[src/rtl/mux_scan_ctrl.sv]
// Address sequencer for a 7:1 bit mux: steps addr 0..6, dwelling DWELL
// cycles per channel, and assembles the captured bits into a sample word.
module mux_scan_ctrl #(
   parameter int DWELL = 4,
   parameter int CNT_W = 8
) (
   input  logic       clk,
   input  logic       rst,
   input  logic       start,
   input  logic       cont,
   input  logic       abort,
   input  logic       mux_out,
   output logic [2:0] addr,
   output logic [6:0] sample,
   output logic       valid,
   output logic       busy
);

   localparam logic [CNT_W-1:0] RELOAD = CNT_W'(DWELL - 1);
   localparam logic [2:0]       LAST   = 3'd6;

   typedef enum logic {IDLE, SCAN} state_t;

   state_t           state, state_nx;
   logic [CNT_W-1:0] cnt, cnt_nx;
   logic [5:0]       acc, acc_nx;
   logic [2:0]       addr_nx;
   logic [6:0]       sample_nx;
   logic             valid_nx;
   logic             busy_nx;

   always_ff @(posedge clk) begin
      if (rst) begin
         state  <= IDLE;
         cnt    <= '0;
         acc    <= '0;
         addr   <= '0;
         sample <= '0;
         valid  <= 1'b0;
         busy   <= 1'b0;
      end else begin
         state  <= state_nx;
         cnt    <= cnt_nx;
         acc    <= acc_nx;
         addr   <= addr_nx;
         sample <= sample_nx;
         valid  <= valid_nx;
         busy   <= busy_nx;
      end
   end

   always_comb begin
      state_nx  = state;
      cnt_nx    = cnt;
      acc_nx    = acc;
      addr_nx   = addr;
      sample_nx = sample;
      valid_nx  = 1'b0;
      busy_nx   = busy;
      if (abort) begin
         // Partial scan is thrown away; sample keeps the last full word
         state_nx = IDLE;
         cnt_nx   = '0;
         acc_nx   = '0;
         addr_nx  = '0;
         busy_nx  = 1'b0;
      end else begin
         unique case (state)
            IDLE: begin
               if (start) begin
                  state_nx = SCAN;
                  cnt_nx   = RELOAD;
                  acc_nx   = '0;
                  addr_nx  = '0;
                  busy_nx  = 1'b1;
               end
            end
            SCAN: begin
               if (cnt != '0) begin
                  cnt_nx = cnt - 1'b1;
               end else if (addr != LAST) begin
                  for (int i = 0; i < 6; i++)
                     if (addr == 3'(i)) acc_nx[i] = mux_out;
                  addr_nx = addr + 3'd1;
                  cnt_nx  = RELOAD;
               end else begin
                  sample_nx = {mux_out, acc};
                  valid_nx  = 1'b1;
                  addr_nx   = '0;
                  acc_nx    = '0;
                  cnt_nx    = RELOAD;
                  if (!cont) begin
                     state_nx = IDLE;
                     cnt_nx   = '0;
                     busy_nx  = 1'b0;
                  end
               end
            end
            default: state_nx = IDLE;
         endcase
      end
   end

endmodule

[config.mk]
export PLATFORM = sky130hd
export DESIGN_NAME = mux_scan_ctrl
export DESIGN_NICKNAME = d
export VERILOG_FILES = /design/src/rtl/mux_scan_ctrl.sv
export SDC_FILE = /design/constraint.sdc
export NUM_CORES = 1
export LEC_CHECK = 0
export BUFFER_PORTS_ARGS = -buffer_cell sky130_fd_sc_hd__buf_2
export CAP_MARGIN = 20
export CORE_UTILIZATION = 53
export CTS_BUF_LIST = sky130_fd_sc_hd__clkbuf_2 sky130_fd_sc_hd__clkbuf_4 sky130_fd_sc_hd__clkbuf_8
export DETAILED_ROUTE_END_ITERATION = 8
export PLACE_DENSITY = 0.81
export RECOVER_POWER = 100
export SLEW_MARGIN = 5
export SYNTH_ARGS = -nofsm -noshare
export SYNTH_HDL_FRONTEND = slang
export SYNTH_SLANG_ARGS = --single-unit
[constraint.sdc]
create_clock -name clk -period 2 [get_ports clk]
set_input_delay 0.4 -clock clk [delete_from_list [all_inputs] [get_ports clk]]
set_output_delay 0.4 -clock clk [all_outputs]
set_load 0.02 [all_outputs]
# [Word level (Yosys, flattened, before mapping)]
# Index checks and enable logic that the tools add are counted.
[totals] register_bits=27
[classes] add_sub_neg=2 n_eq_ne=16 muxes=30 bitwise_logic=4 reduce_logical=13
[ops] op="6-bit two-way mux" n=3
[ops] op="3-bit by 2-bit != test with 1-bit output, second input constant" n=6
[ops] op="3-bit AND reduction" n=6
[ops] op="8-bit two-way mux" n=2
[ops] op="8-bit case mux with 2 select lines" n=1
[ops] op="1-bit two-way mux" n=15
[ops] op="6-bit case mux with 2 select lines" n=1
[ops] op="3-bit two-way mux" n=3
[ops] op="2-bit != test, second input constant" n=4
[ops] op="4-bit AND reduction" n=2
[ops] op="8-bit nonzero test" n=1
[ops] op="8-bit by 1-bit subtractor with 8-bit output, second input constant" n=1
[ops] op="3-bit by 2-bit equality test with 1-bit output, second input constant" n=2
[ops] op="3-bit equality test, second input constant" n=2
[ops] op="3-bit case mux with 2 select lines" n=1
[ops] op="2-bit two-way mux" n=2
[ops] op="1-bit inverter" n=4
[ops] op="1-bit case mux with 2 select lines" n=2
[ops] op="4-bit OR reduction" n=1
[ops] op="3-bit by 1-bit adder with 3-bit output, second input constant" n=1
[ops] op="3-bit by 1-bit equality test with 1-bit output, second input constant" n=1
[ops] op="3-bit logical NOT" n=1
[ops] op="3-bit != test, second input constant" n=1
[ops] op="2-bit AND reduction" n=1
[ops] op="2-bit OR reduction" n=1

# [Longest topological paths before layout]
[depth] ltp_word=5 ltp_mapped=7 ltp_nobuf=6

# [Least setup slack after synthesis]
# Ideal clock, no wire load.
[synth_path] path_kind="register -> register" startpoint="register cnt[1]" endpoint="register acc[1]" setup_ns=0.073 t_arrival_ns=2.040 required_time_ns=1.927 setup_slack_ns=-0.113 stages_incl_launch_ff=7 path_cell_list="dfxtp_1 inv_1 ha_1 or4b_4 or4_4 or4_4 o211ai_2"
[synth_via] elab_chain_cells=3
[synth_lines] element="from (decl)" line_no="25" text="logic [CNT_W-1:0] cnt, cnt_nx;"
[synth_lines] element="from (signal assigned)" line_no="43" text="cnt <= cnt_nx;"
[synth_lines] element="8-bit nonzero test" line_no="79" text="if (cnt != '0) begin"
[synth_lines] element="2-bit != test (no source line)"
[synth_lines] element="3-bit AND reduction (no source line)"
[synth_lines] element="to (signal assigned)" line_no="44" text="acc <= acc_nx;"
[synth_lines] element="to (decl)" line_no="26" text="logic [5:0] acc, acc_nx;"
# Every way passes these cells.
# A chain may end at the register's enable or synchronous reset.

# [Worst setup path in the final report]
[layout_path] startpoint="register cnt[0]" endpoint="register acc[1]"
# The elaborated chain is that of the path after synthesis.

==> flow_summary_export.csv <==
group,metric,value,unit
run_status,status,"finished with violations",
run_status,violations,"setup timing",
die,die_h,52.3,um
layout,n_fill_cell,200,
logic_synthesis,yosysTopAreaCell,"dfxtp_1",
place,gp_congestion,0.844,
setup_path,r2r_end,"acc[1]$_SDFFE_PP0P_",
detailed_routing,dr.max_layer_used,"met4",
detailed_routing,wl_met1,1370,um
detailed_routing,viasPerCell,5.93,
logic_synthesis,synth_compound_area_share,14.9,%
logic_synthesis,synthXorXnorAreaFrac,1.31,%
pwr,switchingPower,242,uW
timing,skew,0.00531,ns
logic_synthesis,yosys_warnings,0,
timing,layout_setup_ws,-0.0617,ns
detailed_routing,wl,3030,um
clock_tree,insertion_delay,0.33,ns
setup_path,cp.required,2.27,ns
clock_tree,htree_levels,1,
clock_tree,cts_buffer_depth,2,
pwr,seq_power_share,59.7,%
logic_synthesis,ys_top_cells_by_area,"dfxtp_1 40%, mux2i_1 6.7%, nor2_1 4.2%",
job,cap_viol_max_count,0,
hold_path,min_path_type,"in2reg",
global_routing,grtUsageTotal,24.9,%
global_routing,grt_max_degree,17,
layout,design_area,1590,sq um
logic_synthesis,syn_area,1340,sq um
setup_path,rrSetupSlack,-0.06,ns
setup_path,worst_path_dominant_cell_family,"simple AND/OR/NAND/NOR gates",
layout,area_growth,18.4,%
timing,slew_viol_final,0,
clock_tree,cts.sinks,27,
timing,rsz0062_at_grt,"true",
detailed_routing,wl_met2,1490,um
clock_tree,cts_buffers,3,
die,fp.dieW,52.3,um
detailed_routing,first_pass_iters,4,
detailed_routing,wl_met3,138,um
global_routing,grt_pass1_vias,1124,
clock_tree,postCtsHoldBufs,0,
layout,multiInputGateArea,772,sq um
setup_path,end_kind,"flip-flop",
timing,hold_viol_final,0,
layout,layout.nets,185,
clock_tree,root_buffer,"clkbuf_4",
logic_synthesis,synth_area_per_cell,9.05,sq um
detailed_routing,num_vias,1203,
setup_path,crit_path_max_fanout,3,
die,initial_core_util,58.3,%
setup_path,crit_start,"cnt[0]$_SDFFE_PP0P_",
setup_path,startpoint_type,"flip-flop",
layout,layout-drive-gt1-share,24.0,%
logic_synthesis,syn_nets,157,
logic_synthesis,synth-edff-count,0,
pwr,swShare,26.3,%
timing,finalCritPeriodShare,103,%
detailed_routing,drt-wirelength-per-cell,14.9,um
place,hpwl,2200,um
timing,setup_viol,2,
pwr,clock_power_share,26.1,%
logic_synthesis,ys_seq_elements,27,
logic_synthesis,synth.distinct_cells,47,
logic_synthesis,synth_simple_gate_area_share,29.3,%
global_routing,grt_pass1_wl,5050,um
pwr,intPower,679,uW
timing,finalCriticalPeriod,2.06,ns
pwr,power.leakage,0.000569,uW
logic_synthesis,synth_top_cells_by_count,"27 x dfxtp_1, 15 x nor2_1, 10 x nand2_1",
setup_path,crit_chain,"inv_2 > ha_4 > or4b_4 > or4_4 > or4_4 > o211ai_2",
detailed_routing,dr.first_iter.drc_count,14,
setup_path,critPathSlowestCell,"or4_4",
die,core,2300,sq um
timing,fin_setup_tns,-0.110,ns
logic_synthesis,ys.flop_type,"dfxtp_1",
clock_tree,path_clk_slew,0.15,ns
pwr,combPwrFrac,14.3,%
layout,postLayoutCoreUtil,69.1,%
timing,worst_slew_margin_rel,73.5,%
layout,stdcell_count,203,
logic_synthesis,synth_top_family_by_area,"simple AND/OR/NAND/NOR gates",
place,dp_worst_setup_slack,-0.112,ns
hold_path,min_to,"sample[6]$_SDFFE_PP0P_",
logic_synthesis,synth_fa_ha_area_share,2.80,%
clock_tree,cts_tree,"yes",
die,rows,17,
pwr,p_per_area,580,nW/um^2
detailed_routing,drc_errors,0,
setup_path,criticalPathCategory,"reg2reg",
die,design.die.area,2730,sq um
timing,worstMarginPinSlew,0.397,ns
setup_path,arrival,2.33,ns
setup_path,slowest_delay,0.50,ns
setup_path,crit_top_cell,"or4_4",
die,ios,18,
global_routing,gr-total-overflow,0,
detailed_routing,ant_nets,0,
logic_synthesis,syn_inst,148,
global_routing,antenna_found_initial,0,
setup_path,r2r-start,"cnt[0]$_SDFFE_PP0P_",
layout,antennaDiodeCount,0,
place,placed_area,1520,sq um
hold_path,hp-start,"mux_out",
place,numPlacedInstances,197,
logic_synthesis,ys_seq_area_share,40.3,%
place,port_buffers,17,
logic_synthesis,synthMuxAreaShare,6.72,%
setup_path,r2r.worst_path.cells,6,
setup_path,path_buf_inv,1,
logic_synthesis,async_flop_share,0,%
logic_synthesis,yosysMostFrequentCell,"dfxtp_1",
setup_path,path_depth,6,
timing,max_freq,0.485,GHz
pwr,vdd_drop_max,0.000548,V
layout,seq_area,542,sq um
hold_path,hold_path_depth,3,
logic_synthesis,yosys.area.top_type_share,40.3,%
cells in the final DEF, fill, tap and decap left out, types with 2 or more instances in the layout:
cell	instances
nor2_1	15
nand2_1	10
and2_1	2
o31ai_1	3
buf_6	2
buf_4	13
o21ai_0	4
o31ai_2	2
nand2b_1	4
o2bb2ai_1	2
inv_2	2
nor4_1	2
nor2b_1	5
a21oi_1	4
inv_1	3
clkbuf_1	11
clkbuf_4	3
dfxtp_1	26
ha_1	2
nor3b_1	2
nor3_1	2
or4_4	2
buf_2	6
nand3b_1	2
nand4_1	4
nand3_1	6
mux2i_1	9
power groups by stage:
stage / logic, uW / registers, uW / clock network, uW
2_1_floorplan: 75.9 / 562 / 0
3_3_place_gp: 114 / 560 / 0
3_5_place_dp: 119 / 561 / 0
4_1_cts: 127 / 549 / 242
5_1_grt: 142 / 550 / 265
6_report: 131 / 549 / 240
metal layers:
layer / global-route usage [%] / up-vias
met1: 29.3 / 568
li1: - / 600
met3: 6.09 / 4
met5: 0 / -
met4: 8.33 / 0
met2: 43.7 / 31
timing repair:
item | 4_1_cts | 5_1_grt
pin swaps | 2 | 1
buffers inserted | 1 | 1
endpoints found under the setup margin | 12 | 18
cloned | 0 | 0
resized for setup | 4 | 3
worst reg2reg max path, cell delays in order (launching register included):
cell	delay [ns]
dfxtp_2	0.35
inv_2	0.07
ha_4	0.13
or4b_4	0.45
or4_4	0.45
or4_4	0.50
o211ai_2	0.07
layout make-up:
class,instances,share of cell area [%]
sequential,27,34.1
clock inverter,1,0.315
inverter,5,1.18
timing repair buffer,32,12.1
multi-input combinational,107,48.7
tap,28,2.21
clock buffer,3,1.42
registers in the layout (all words and copies together), names as in the netlist:
signal and count:
cnt 8, sample 7, acc 6, addr 3, busy 1, state 1
valid 1
kinds of logic after synthesis:
group,Yosys count
buf+inv,14
compound gates,27
mux,9
simple gates,66
flops,27
xor+xnor,2
fa+ha+maj,3
per-stage QoR:
| stage | total power, uW | hold slack, ns |
|---|---|---|
| 6_report | 921 | 0.332 |
| 5_1_grt | 957 | 0.333 |
| 4_1_cts | 918 | 0.334 |
| 3_5_place_dp | 680 | 0.455 |
| 3_3_place_gp | 674 | 0.446 |
| 2_1_floorplan | 638 | 0.432 |
worst max-delay path by stage:
stage	slack, ns	end
after floorplan	-0.10	acc[1]$_SDFFE_PP0P_
after global placement	-0.07	addr[0]$_SDFFE_PP0P_
after detailed placement	-0.11	addr[2]$_SDFFE_PP0P_
after CTS	-0.07	acc[1]$_SDFFE_PP0P_
after global routing	-0.11	cnt[1]$_SDFFE_PP0P_
final	-0.06	acc[1]$_SDFFE_PP0P_
No activity file was read; power rests on OpenSTA's default activity.
